==> config.mk <==
export PLATFORM = sky130hd
export DESIGN_NAME = vga_timing_gen
export DESIGN_NICKNAME = d
export VERILOG_FILES = /design/src/rtl/vga_timing_gen.sv
export SDC_FILE = /design/constraint.sdc
export NUM_CORES = 1
export LEC_CHECK = 0
export ABC_AREA = 1
export CORE_MARGIN = 5
export CORE_UTILIZATION = 42
export CTS_CLUSTER_SIZE = 12
export DETAILED_ROUTE_END_ITERATION = 16
export PLACE_DENSITY = 0.66
export SKIP_LAST_GASP = 1
export SLEW_MARGIN = 10
export SYNTH_ARGS = -nofsm -noshare
export SYNTH_HDL_FRONTEND = slang
export SYNTH_SLANG_ARGS = --single-unit
==> constraint.sdc <==
create_clock -name vga_clk -period 2.25 [get_ports vga_clk]
set_clock_uncertainty 0.05 [all_clocks]
set_input_delay 0.45 -clock vga_clk [delete_from_list [all_inputs] [get_ports vga_clk]]
set_output_delay 0.45 -clock vga_clk [all_outputs]
set_load 0.05 [all_outputs]
==> src/rtl/vga_timing_gen.sv <==
// vga_timing_gen: pixel/line counters, active-area decode, delayed
// active-low syncs, line/frame boundary pulses and a completed-frame counter.
module vga_timing_gen #(
    parameter int H_VISIBLE  = 640,
    parameter int H_FP       = 16,
    parameter int H_SYNC     = 96,
    parameter int H_BP       = 48,
    parameter int V_VISIBLE  = 480,
    parameter int V_FP       = 10,
    parameter int V_SYNC     = 2,
    parameter int V_BP       = 33,
    parameter int PIPE_DELAY = 1
) (
    input  logic        vga_clk,
    input  logic        reset,
    input  logic        pix_en,
    output logic [9:0]  DrawX,
    output logic [9:0]  DrawY,
    output logic        blank,
    output logic        hs,
    output logic        vs,
    output logic        line_start,
    output logic        frame_start,
    output logic [15:0] frame_count
);

    localparam int H_TOTAL = H_VISIBLE + H_FP + H_SYNC + H_BP;
    localparam int V_TOTAL = V_VISIBLE + V_FP + V_SYNC + V_BP;

    localparam logic [9:0] C_H_LAST    = 10'(H_TOTAL - 1);
    localparam logic [9:0] C_V_LAST    = 10'(V_TOTAL - 1);
    localparam logic [9:0] C_H_VIS     = 10'(H_VISIBLE);
    localparam logic [9:0] C_V_VIS     = 10'(V_VISIBLE);
    localparam logic [9:0] C_HS_START  = 10'(H_VISIBLE + H_FP);
    localparam logic [9:0] C_HS_END    = 10'(H_VISIBLE + H_FP + H_SYNC);
    localparam logic [9:0] C_VS_START  = 10'(V_VISIBLE + V_FP);
    localparam logic [9:0] C_VS_END    = 10'(V_VISIBLE + V_FP + V_SYNC);

    logic [9:0]  r_hc;
    logic [9:0]  r_vc;
    logic        r_line_start;
    logic        r_frame_start;
    logic [15:0] r_frame_count;

    logic        w_h_last;
    logic        w_v_last;
    logic        w_hs_raw;
    logic        w_vs_raw;

    assign w_h_last = (r_hc == C_H_LAST);
    assign w_v_last = (r_vc == C_V_LAST);

    // Raw sync levels straight from the counters, active low.
    assign w_hs_raw = !((r_hc >= C_HS_START) && (r_hc < C_HS_END));
    assign w_vs_raw = !((r_vc >= C_VS_START) && (r_vc < C_VS_END));

    assign DrawX       = r_hc;
    assign DrawY       = r_vc;
    assign blank       = (r_hc < C_H_VIS) && (r_vc < C_V_VIS);
    assign line_start  = r_line_start;
    assign frame_start = r_frame_start;
    assign frame_count = r_frame_count;

    // Scan counters with wrap pulses; pulses self-clear on any edge so they
    // stay one vga_clk wide even when pix_en is sparse.
    always_ff @(posedge vga_clk) begin
        if (reset) begin
            r_hc          <= '0;
            r_vc          <= '0;
            r_line_start  <= 1'b0;
            r_frame_start <= 1'b0;
            r_frame_count <= '0;
        end else begin
            r_line_start  <= 1'b0;
            r_frame_start <= 1'b0;
            if (pix_en) begin
                if (!w_h_last) begin
                    r_hc <= r_hc + 10'd1;
                end else begin
                    r_hc         <= '0;
                    r_line_start <= 1'b1;
                    if (w_v_last) begin
                        r_vc          <= '0;
                        r_frame_start <= 1'b1;
                        r_frame_count <= r_frame_count + 16'd1;
                    end else begin
                        r_vc <= r_vc + 10'd1;
                    end
                end
            end
        end
    end

    generate
        if (PIPE_DELAY == 0) begin : g_no_delay
            assign hs = w_hs_raw;
            assign vs = w_vs_raw;
        end else begin : g_delay
            logic [PIPE_DELAY-1:0] r_hs_d;
            logic [PIPE_DELAY-1:0] r_vs_d;

            // Sync delay chain, advanced only on enabled pixels so the lag
            // is measured in pixels rather than vga_clk cycles.
            always_ff @(posedge vga_clk) begin
                if (reset) begin
                    r_hs_d <= '1;
                    r_vs_d <= '1;
                end else if (pix_en) begin
                    r_hs_d[0] <= w_hs_raw;
                    r_vs_d[0] <= w_vs_raw;
                    for (int k = 1; k < PIPE_DELAY; k++) begin
                        r_hs_d[k] <= r_hs_d[k-1];
                        r_vs_d[k] <= r_vs_d[k-1];
                    end
                end
            end

            assign hs = r_hs_d[PIPE_DELAY-1];
            assign vs = r_vs_d[PIPE_DELAY-1];
        end
    endgenerate

endmodule

==> run metrics, run 1 <==
synthesis-stage register bit count=40; portion of the post-synthesis area used by sequential elements=0.354; total setup violations reported at the end of the flow=0; switching component of the power=0.000302 W; overall global routing resource usage=0.164; post-detailed-route wirelength per cell=12.0 um; count of unresolved DRC violations after routing=0; TritonCTS clock tree=done; WP buf/inv=1; data arrival at the endpoint of the critical path=1.63 ns; Synth top cells by count=nand2_1, nor2_1, dfxtp_1, inv_1, nand3_1; fin area=2880 um^2; synthesis-to-layout area growth=27.6%; number of cells on the critical path=1; power per cell area=446 nW/um^2; share of layout cells above drive strength 1=0.112; antenna violations before repair=0; CTS HTree Levels=2; final number of max-transition violations=0; number of diodes added for antenna fixing=0; library cell with the highest instance count after synthesis=nand2_1; vias after detailed routing=2,200; sequential group share of total power=0.557; clock edge transition at the registers on the reported setup and hold paths=0.08 ns; x dimension of the die=83.4 um; clock network latency to the later pin of the worst-skew pair=0.29 ns; portion of total power attributed to combinational logic=0.053; number of enable flip-flop cells after synthesis=0; setup repair after global routing missed its margin=no; maximum fanout count along the critical path=7; final weighted congestion in routability-driven placement=0.836; gate count of the mapped netlist=333; worst flop-to-flop path startpoint=DrawX[1]$_SDFFE_PP0P_; area post-placement=2790 um^2; sequence of cells on the critical path=clkdlybuf4s50_1; cell types with the largest area share after synthesis=dfxtp_1, nand2_1, nor2_1; Yosys Warn Count=0; launching element of the worst setup path=DrawY[4]$_SDFFE_PP0P_; endpoint of the most critical register-to-register path=frame_count[7]$_SDFFE_PP0P_; net switching share of the total power=0.235; half-perimeter wire length after placement=4180 um; max-capacitance violation count=0; Post-synth top flop=dfxtp_1; cell type group with the largest total delay on the critical path=buffers and inverters; buffers from clock root to sink, at most=2; worst hold path type=flop to flop; count of buffers from port buffering=43; maximum number of pins on one net before global-route repair=14; Final Hold Violating Endpoints=0; standby leakage power=1.09 nW; number of buffers inserted for hold repair after clock tree synthesis=0; Syn Nets=342; Final TNS setup=0 ns; Crit path largest cell delay=0.86 ns; final routed wirelength across all metal layers=5430 um; starting DRC count in detailed routing=122; setup slack on the worst flop-to-flop path=0.50 ns; standard-cell row count=26; Fillers=519; num ports=44; # nets final=392; fraction of synthesized cell area taken by the top area cell type=0.354; required time reported for the critical path endpoint=1.75 ns; post-route clock period utilization=0.944; combined area of all synthesized cells=2260 um^2; number of buffers created by CTS=5; FFs w/ async S/R, synth=0; Final ANT Viol Nets=0; shortest clock period the worst path allows after layout=2.13 ns; standard cell with the maximum stage delay on the critical path=clkdlybuf4s50_1; fmax=0.471 GHz; Via-to-Cell Ratio=4.85; critical path start-end classification=flop to output port; status=complete, no violations; DRT Pass-1 Iters=4; number of clock sinks=40; initial cell density of the core=0.437; wire length of the first global-routing pass=9480 um; number of cell instances on the worst register-to-register path=7; Yosys top cell by area=dfxtp_1; type of destination of the critical path=output port; average instance area after synthesis=6.79 um^2; Internal Pwr Total=0.000984 W; distinct cell type count of the synthesized netlist=31; full die area=6950 um^2; via count of the first global-routing pass=2,023; relative contribution of the clock network to total power=0.390; core outline area=5170 um^2; actual slew at the worst max-slew pin=0.550 ns; # resized after CTS=0; Worst Setup Start Kind=flop; worst slew margin relative to its limit=0.631; end point of the critical path=DrawY[4]; worst supply voltage drop on vdd=0.250 mV; Setup Buffers After CTS=0; total grt overflow=0; buffer cell driving the clock tree root=clkbuf_8; overall die height=83.4 um
[how the worst min path moves through the flow]
stage,start,to,slack [ns],depth (start not counted)
4_1_cts,hs$_SDFFE_PP1P_,hs$_SDFFE_PP1P_,0.43,2
5_1_grt,hs$_SDFFE_PP1P_,hs$_SDFFE_PP1P_,0.46,2
3_3_place_gp,vs$_SDFFE_PP1P_,vs$_SDFFE_PP1P_,0.40,2
6_report,hs$_SDFFE_PP1P_,hs$_SDFFE_PP1P_,0.43,2
2_1_floorplan,reset,DrawX[7]$_SDFFE_PP0P_,0.48,1
3_5_place_dp,hs$_SDFFE_PP1P_,hs$_SDFFE_PP1P_,0.41,2
[power by group through the flow]
stage	logic, W	clock network (W)	registers, W
finish	0.0000679	0.000501	0.000717
global route	0.0000735	0.000546	0.000718
floorplan	0.0000265	0	0.000751
CTS	0.0000688	0.000515	0.000717
detailed placement	0.0000686	0	0.000734
global placement	0.0000680	0	0.000734
[area by class of cell]
type / count / area [um^2] / share of cell area
clock buffers: 8 / 90.1 / 0.0312
inverters: 40 / 151 / 0.0525
multi-input cells: 248 / 1290 / 0.447
flip-flops and latches: 40 / 801 / 0.278
well taps: 70 / 87.6 / 0.0304
repair buffers: 48 / 465 / 0.161
[placed cells by master (no fill, tap or decap), types with 3 or more instances in the layout]
master	count
inv_2	3
ha_1	6
buf_4	6
inv_1	36
nand3_1	18
dfxtp_1	40
clkdlybuf4s50_1	42
nand2_2	7
a21oi_1	11
nand4_1	7
nand2_1	93
nor3_1	7
nor2_2	3
clkbuf_8	6
nor2_4	5
a21oi_2	9
xor2_1	9
o21ai_0	11
nor2_1	48
[per-stage QoR]
stage | hold WS, ns | power, W | worst slack (ns) | std cells | utilization
2_1_floorplan | 0.476 | 0.000778 | 0.228 | 333 | -
3_5_place_dp | 0.413 | 0.000803 | 0.153 | 446 | 0.540
4_1_cts | 0.433 | 0.00130 | 0.112 | 454 | 0.558
3_3_place_gp | 0.404 | 0.000802 | 0.197 | 446 | 0.540
5_1_grt | 0.455 | 0.00134 | 0.0737 | 454 | 0.558
6_report | 0.428 | 0.00129 | 0.125 | 454 | 0.558
[logic make-up (layout without fill, tap and decap cells)]
kind of cell | Yosys count | in the layout | share of synthesized area
AOI/OAI and AO/OA | 37 | 37 | 0.102
xor gates and xnor gates | 9 | 9 | 0.0349
adders and majority gates | 6 | 6 | 0.0332
buffers and inverters | 45 | 96 | 0.0825
DFF | 40 | 40 | 0.354
and+or+nand+nor | 196 | 196 | 0.393
[registers in the layout, summed over array words and instances, names as in the netlist]
signal and cells:
frame_count 16, DrawX 10, DrawY 10, frame_start 1, hs 1, line_start 1, vs 1
[metal layers]
layer	vias to the layer above	wire length [um]	GRT usage
met4	0	72	0.0490
met5	-	0	0
met3	6	261	0.0347
met1	984	2610	0.220
li1	1154	-	-
met2	56	2480	0.264
[worst register-to-register path, cell delays in order (launching register included)]
cell and delay (ns):
dfxtp_1 0.38, ha_1 0.22, nand2_1 0.08, nor2_2 0.15, nand4_4 0.20, nor2_4 0.33, o21ai_0 0.15, a21oi_1 0.13
(Power assumes the default switching activity.)
==> run 2, diff against run 1 <==
Settings changed: CORE_MARGIN 5 to unset, CORE_UTILIZATION 42 to 56, PLACE_DENSITY 0.66 to 0.84, SETUP_SLACK_MARGIN set to 0.15.
==> run metrics, run 2 (same netlist as run 1, synthesis figures left out) <==
maximum number of pins on one net before global-route repair=14; TritonCTS clock tree=done; antenna violations before repair=0; post-route clock period utilization=0.921; via count of the first global-routing pass=2,101; worst slew margin relative to its limit=0.644; DRT Pass-1 Iters=4; minimum hold slack=0.438 ns; shortest clock period the worst path allows after layout=2.07 ns; total grt overflow=0; type of destination of the critical path=output port; core outline area=3770 um^2; data arrival at the endpoint of the critical path=1.57 ns; max-capacitance violation count=0; actual slew at the worst max-slew pin=0.533 ns; num ports=44; power per cell area=442 nW/um^2; total setup violations reported at the end of the flow=0; x dimension of the die=65.5 um; status=complete, no violations; half-perimeter wire length after placement=3930 um; share of layout cells above drive strength 1=0.120; count of unresolved DRC violations after routing=0; maximum fanout count along the critical path=4; area post-placement=2770 um^2; synthesis-to-layout area growth=27.5%; final weighted congestion in routability-driven placement=0.908; WP buf/inv=1; worst supply voltage drop on vdd=0.410 mV; final routed wirelength across all metal layers=5320 um; fmax=0.483 GHz; switching component of the power=0.000322 W; full die area=4300 um^2; setup slack on the worst flop-to-flop path=0.50 ns; relative contribution of the clock network to total power=0.381; standard-cell row count=22; standby leakage power=1.31 nW; Crit path largest cell delay=0.86 ns; Final ANT Viol Nets=0; starting DRC count in detailed routing=195; # nets final=392; post-detailed-route wirelength per cell=12.3 um; Final Hold Violating Endpoints=0; Via-to-Cell Ratio=5.28; Final TNS setup=0 ns; wire length of the first global-routing pass=9080 um; most used cells in the layout excluding fill and tap cells=nand2_1, nor2_1, dfxtp_1; count of buffers from port buffering=43; area occupied by multi-input gates=1290 um^2; clock edge transition at the registers on the reported setup and hold paths=0.08 ns; initial cell density of the core=0.600; post-layout total power=0.00127 W; critical path start-end classification=flop to output port; overall die height=65.5 um; commonest non-fill, non-tap cell in the layout=nand2_1; overall global routing resource usage=0.277; flip-flop count of the largest register after layout=16; Worst Setup Start Kind=flop; vias after detailed routing=2,283; portion of total power attributed to combinational logic=0.055; setup repair after global routing missed its margin=no; net switching share of the total power=0.253; Setup Buffers After CTS=0; sequence of cells on the critical path=clkdlybuf4s50_1; CTS HTree Levels=2; standard cell with the maximum stage delay on the critical path=clkdlybuf4s50_1; cell type group with the largest total delay on the critical path=buffers and inverters; fin area=2880 um^2; clock network latency to the later pin of the worst-skew pair=0.30 ns; register area=801 um^2; Internal Pwr Total=0.000951 W; sequential group share of total power=0.563; buffers from clock root to sink, at most=2; required time reported for the critical path endpoint=1.75 ns; number of buffers created by CTS=5; number of diodes added for antenna fixing=0; fraction of the core area covered by cells at the end of the flow=0.764; final number of max-transition violations=0; Fillers=301; number of buffers inserted for hold repair after clock tree synthesis=0; number of clock sinks=40; buffer cell driving the clock tree root=clkbuf_8; worst hold path type=flop to flop
[run 2: cell count changes in the layout (fill, tap and decap cells not counted)]
cell	change
dlygate4sd2_1	+3
nor3_2	+1
clkbuf_8	-1
clkdlybuf4s50_1	-14
clkinv_4	+1
clkbuf_1	-2
dlymetal6s2s_1	+11
clkinv_2	+2
nor3_1	-1
[run 2: timing repair]
| action | in CTS | in global routing |
|---|---|---|
| cloned | 0 | 0 |
| setup endpoints to repair | 3 | 12 |
| resized for setup | 3 | 12 |
[run 2: routing by layer]
metal,vias up,part of all wire,global-route usage
li1,1170,-,-
met1,1022,0.44,0.323
met2,78,0.48,0.459
met3,13,0.058,0.0521
met4,0,0.023,0.179
met5,-,0,0
[run 2: path summary, 6_finish.rpt]
path | startpoint | end | cells past startpoint
worst max register to register | frame_count[0]$_SDFFE_PP0P_ | frame_count[10]$_SDFFE_PP0P_ | 8
worst min register to register | hs$_SDFFE_PP1P_ | hs$_SDFFE_PP1P_ | 2
worst min-delay path | hs$_SDFFE_PP1P_ | hs$_SDFFE_PP1P_ | 2
worst max-delay path | DrawX[0]$_SDFFE_PP0P_ | DrawX[0] | 1
[run 2: worst reg2reg max path, stage by stage (launching register included)]
cell     delay [ns]
dfxtp_1        0.47
ha_1           0.23
nand2_1        0.08
nor2_1         0.29
nand2_1        0.15
nor2_1         0.18
nand3_1        0.10
nand2_1        0.07
nor2_1         0.04
[run 2: area by class of cell]
cell class / instances / area share
multi-input cells: 248 / 0.449
clock buffers: 5 / 0.0239
flip-flops and latches: 40 / 0.278
clock inverters: 3 / 0.00651
well taps: 48 / 0.0208
repair buffers: 48 / 0.170
inverters: 40 / 0.0525
[run 2: power groups by stage]
stage	clock network, W	logic, W	registers, W
after floorplan	0	0.0000265	0.000751
after global placement	0	0.0000693	0.000734
after detailed placement	0	0.0000700	0.000734
after CTS	0.000495	0.0000706	0.000717
after global routing	0.000522	0.0000762	0.000718
final	0.000486	0.0000705	0.000717
[run 2: metrics by stage]
step	std cells	worst slack, ns
after floorplan	333	0.228
final	432	0.179
after detailed placement	424	0.179
after CTS	432	0.154
after global placement	424	0.246
after global routing	432	0.142
==> RTL edit 1, RTL diff (settings of run 2) <==
Register the output `frame_count` once more, with the module's reset; this adds one clock of latency there. The other outputs are not delayed to match.
--- a/src/rtl/vga_timing_gen.sv
+++ b/src/rtl/vga_timing_gen.sv
@@ -59,7 +59,13 @@
     assign blank       = (r_hc < C_H_VIS) && (r_vc < C_V_VIS);
     assign line_start  = r_line_start;
     assign frame_start = r_frame_start;
-    assign frame_count = r_frame_count;
+    always_ff @(posedge vga_clk) begin
+        if (reset) begin
+            frame_count <= '0;
+        end else begin
+            frame_count <= r_frame_count;
+        end
+    end
 
     // Scan counters with wrap pulses; pulses self-clear on any edge so they
     // stay one vga_clk wide even when pix_en is sparse.
Formal check against the unedited RTL: same outputs for any inputs over 10 cycles, from zero or initial values and one cycle with reset high; that may be too few to reach the edited logic, so the function may still have changed.
==> RTL edit 1 against run 2 <==
  * Area after synthesis up 16%
  * Critical path depth unchanged
  * Synthesized cell count is 12% higher
  * Utilization is 2.6 points lower
  * Sequential cell count rose by 16
  * Register-to-register slack better by 0.03 ns
  * Power rose by 29%
  * Count of clock-buffer cells in the layout stayed put
  * Largest power group unchanged
  * Worst setup slack improved by 0.022 ns
  * First-iteration DRC count up 12%
  * Routed wire length is 9.5% higher
  * Cell area is 13% higher
  * Die area up 15%
  * Highest routed layer unchanged
==> RTL edit 1: results (changes against run 2) <==
| Metric | Value |
|---|---|
| FF-to-FF End | `r_frame_count[3]` |
| Post-CTS Setup Inserts | `0 (unchanged)` |
| RePlAce Congestion | `0.957 (+5.3%)` |
| Worst EP arrival | `1.55 ns (-0.02 ns)` |
| Clk_lat worst skew | `0.31 ns` |
| Critical Path Start | `DrawY[0]` |
| Post-synthesis mux area share | `0 (unchanged)` |
| CTS Buffer Depth | `2 (unchanged)` |
| Synth warn | `0 (unchanged)` |
| Biggest regs | `frame_count x16, r_frame_count x16` |
| Synth area leaders | `dfxtp_1 (43%), nand2_1 (14%), nor2_1 (8.6%), inv_1 (6.8%), a21oi_1 (4.2%)` |
| Synth Area in Adders | `0.0287 (-0.00447)` |
| Post-detail-place hpwl | `4340 µm (+10%)` |
| Complex-gate fraction of the synthesized area | `0.0838 (-0.0180)` |
| R2R setup slack | `0.53 ns (+0.03 ns)` |
| Worst Reg-to-Reg Cells | `7 (-1)` |
| Vias in the first global route | `2247 (+6.9%)` |
| Largest net degree at the start of global routing | `22 (+8)` |
| Xor and xnor area share after synthesis | `0.0235 (-0.0114)` |
| Ys flop type | `dfxtp_1` |
| Count of input and output buffers | `43 (unchanged)` |
| CP max stage cell | `clkdlybuf4s50_1` |
| 1st-pass router iterations | `4 (unchanged)` |
| CTS resizes | `6 (+3)` |
| CP max FO | `5 (+1)` |
| Clock slew at reported path FFs | `0.11 ns (+0.03 ns)` |
| Syn Nets | `382 (+12%)` |
| Initial antenna violation count | `0 (unchanged)` |
| Setup crit end | `DrawY[0]` |
| Clock Power Share | `0.347 (-0.034)` |
| Least-Margin Pin Slew | `0.509 ns (-0.0238 ns)` |
| Seq/Total Area, Yosys | `0.429 (+0.0749)` |
| Final nets | `435 (+11%)` |
| Largest delay share family, worst path | `buffers and inverters` |
| Yosys cell types | `30 (-3.2%)` |
| CP max stage delay | `0.83 ns (-0.03 ns)` |
| Clock root cell | `clkbuf_8` |
| Filler cell count | `344 (+14%)` |
| # diodes | `0 (unchanged)` |
| Initial DRC count | `218 (+12%)` |
| Internal Power | `1.25 mW (+31%)` |
| Hold_sp | `r_frame_count[15]` |
| Global-route wire length before repair | `9890 µm (+9.0%)` |
| WL per Instance | `12.2 µm (-1.3%)` |
| Via density | `5.14 (-2.7%)` |
| Global-route total usage across every layer | `0.245 (-0.0316)` |
| Fraction of final layout cells sized beyond drive strength 1 | `0.0960 (-0.0238)` |
| Lkg Pwr | `1.41 nW (+7.8%)` |
| CTS Buf Count | `5 (unchanged)` |
| H-tree depth | `2 (unchanged)` |
| Async set-reset flop share out of synthesis | `0 (unchanged)` |
| Hold Crit Class | `flop to flop` |
| Reg-to-reg startpoint | `DrawX[0]` |
| Status | `finished clean` |
| Synth top cells by count | `nand2_1 (95), nor2_1 (60), dfxtp_1 (56)` |
| Seq. pwr | `1.00 mW (+39%)` |
| Peak supply drop | `0.483 mV (+18%)` |
-- RTL edit 1: cell types whose count changed in the layout (fill, tap and decap cells not counted), moves of 9 or more --
cell / run 2 / this run
a21oi_1: 11 / 22
a21oi_2: 9 / 0
dfxtp_1: 40 / 56
nor2_1: 48 / 60
inv_1: 36 / 47
-- RTL edit 1: through the flow --
stage          std cells  hold slack (ns)  instance area, µm²  power [mW]  setup WS (ns)
6_report             479            0.425                3260        1.65          0.200
5_1_grt              479            0.450                3260        1.70          0.166
4_1_cts              479            0.419                3240        1.66          0.155
3_5_place_dp         471            0.403                3160        1.10         0.0649
3_3_place_gp         471            0.395                3160        1.10          0.168
2_1_floorplan        373            0.375                2630        1.07          0.274
-- RTL edit 1: logic make-up (layout without fill, tap and decap cells) --
family                     after synthesis  in the layout
adders and majority gates                6              6
buffers and inverters                   56            110
xor gates and xnor gates                 7              7
and+or+nand+nor                        207            207
AOI/OAI and AO/OA                       41             41
DFF                                     56             56
-- RTL edit 1: cell type report --
type,count,area (µm²),area share
flip-flops and latches,56,1120,0.344
inverters,50,188,0.0576
clock buffers,5,68.8,0.0211
well taps,52,65.1,0.0200
multi-input cells,261,1290,0.395
clock inverters,3,25.0,0.00767
repair buffers,52,505,0.155
-- RTL edit 1: how the worst min path moves through the flow --
stage	end	slack (ns)	depth (start not counted)
after floorplan	frame_count[13]	0.37	2
after global placement	frame_count[15]	0.40	2
after detailed placement	frame_count[13]	0.40	2
after CTS	frame_count[13]	0.42	2
after global routing	frame_count[13]	0.45	2
final	frame_count[15]	0.42	2
-- RTL edit 1: routing by layer --
layer / routed length, µm / GRT usage / vias up
met5: 0 / 0 / -
met2: 2740 / 0.405 / 78
met1: 2760 / 0.327 / 1108
met3: 299 / 0.0447 / 2
met4: 27 / 0.0667 / 0
li1: - / - / 1275
==> RTL edit 2, RTL diff (settings of run 2) <==
Made on the original files. Set the parameter `PIPE_DELAY` to 0 (it was 1).
--- a/src/rtl/vga_timing_gen.sv
+++ b/src/rtl/vga_timing_gen.sv
@@ -9,7 +9,7 @@
     parameter int V_FP       = 10,
     parameter int V_SYNC     = 2,
     parameter int V_BP       = 33,
-    parameter int PIPE_DELAY = 1
+    parameter int PIPE_DELAY = 0
 ) (
     input  logic        vga_clk,
     input  logic        reset,
Check against the original RTL: no difference found for any inputs over 10 cycles, from zero or initial values and one cycle with reset high; that may be too few to reach the edited logic, so the function may still have changed.
==> RTL edit 2 against run 2 <==
  * Critical path depth is the same
  * Cell area shrank 2.1%
  * Fmax grew 1.3%
  * First-iteration DRC count shrank 59%
  * Routed wire length shrank 9.3%
  * Hold slack gained 0.014 ns
  * Power grew 2.4%
  * Sequential power shrank 5.4%
  * Area after synthesis shrank 2.8%
  * Via count shrank 5.8%
  * Worst setup slack gained 0.026 ns
  * Sequential cell count shrank 2
  * Sequential share of layout area shrank 0.56 points
==> RTL edit 2: results (changes against run 2) <==
| Metric | Value |
|---|---|
| Status | `finished clean` |
| Met2 Use GR | `0.445 (-0.0140)` |
| Initial antenna violation count | `0 (unchanged)` |
| PwrDens | `462 nW/µm² (+4.5%)` |
| Initial core utilization | `0.591 (-0.00829)` |
| Post-detail-place hpwl | `3690 µm (-6.1%)` |
| Vias after detailed routing | `2151 (-5.8%)` |
| Fraction of final layout cells sized beyond drive strength 1 | `0.128 (+0.00848)` |
| Met1 GRT Util | `0.317 (-0.00647)` |
| H-tree depth | `2 (unchanged)` |
| Met3 track demand over resource | `0.0616 (+0.00954)` |
| CP max stage delay | `0.83 ns (-0.03 ns)` |
| Largest net degree at the start of global routing | `13 (-1)` |
| Syn Nets | `340 (-0.58%)` |
| Sw Ratio | `0.216 (-0.0368)` |
| Vias in the first global route | `2048 (-2.5%)` |
| Clk_lat worst skew | `0.29 ns` |
| Lkg Pwr | `1.26 nW (-3.7%)` |
| DRT Wirelength | `4830 µm (-9.3%)` |
| Final nets | `390 (-0.51%)` |
| Place WS | `0.138 ns (-0.0409 ns)` |
| CP max FO | `6 (+2)` |
| Slew headroom | `0.663 (+0.0197)` |
| Global-route total usage across every layer | `0.260 (-0.0162)` |
| Initial DRC count | `80 (-59%)` |
| Seq/Total Area, Yosys | `0.346 (-0.00794)` |
| Synth area leaders | `dfxtp_1 (35%), nand2_1 (14%), nor2_1 (9.9%), inv_1 (7.0%), nand3_1 (4.8%)` |
| Peak supply drop | `0.397 mV (-3.0%)` |
| Gr ovfl total | `0 (unchanged)` |
| Global-route wire length before repair | `8500 µm (-6.4%)` |
| RePlAce Congestion | `0.878 (-3.4%)` |
[RTL edit 2: worst paths after layout]
path | start | endpoint | slack (ns) | cells past startpoint
setup / recovery | DrawY[1] | DrawY[1] | 0.21 | 1
hold / removal | DrawY[8] | DrawY[8] | 0.45 | 2
setup reg to reg | DrawY[0] | frame_count[6] | 0.54 | 11
hold reg to reg | DrawY[8] | DrawY[8] | 0.45 | 2
[RTL edit 2: through the flow]
stage	cell area [µm²]	instances
after detailed placement	2700	422
after floorplan	2210	331
after global routing	2820	430
final	2820	430
after global placement	2700	422
after CTS	2800	430
[RTL edit 2: logic make-up after synthesis]
logic type | after synthesis | share of synthesized area
buf+inv | 51 | 0.0962
simple gates | 200 | 0.415
fa+ha+maj | 6 | 0.0342
flops | 38 | 0.346
mux | 1 | 0.00456
compound gates | 29 | 0.0803
xor+xnor | 6 | 0.0239
[RTL edit 2: power groups by stage]
stage          registers, mW  logic [mW]  clock network [mW]
2_1_floorplan          0.705      0.0292                   0
3_3_place_gp           0.694      0.0575                   0
3_5_place_dp           0.694      0.0583                   0
4_1_cts                0.678      0.0588               0.582
5_1_grt                0.679      0.0644               0.614
6_report               0.678      0.0586               0.567
[RTL edit 2: timing repair]
action	4_1_cts	5_1_grt
resized for setup	3	9
endpoints found under the setup margin	3	9
gates cloned	0	0
[RTL edit 2: layout make-up]
cell class | instances | area [µm²]
multi-input combinational | 242 | 1230
fill | 286 | 893
sequential | 38 | 768
timing repair buffer | 48 | 479
inverter | 46 | 175
clock buffer | 5 | 68.8
tap | 48 | 60.1
clock inverter | 3 | 40.0
[RTL edit 2: routing by layer]
layer	vias to the layer above	share of wire	routed length (µm)
met5	-	0	0
met4	0	0.011	55
met3	6	0.054	263
met2	61	0.47	2280
met1	955	0.46	2230
li1	1129	-	-
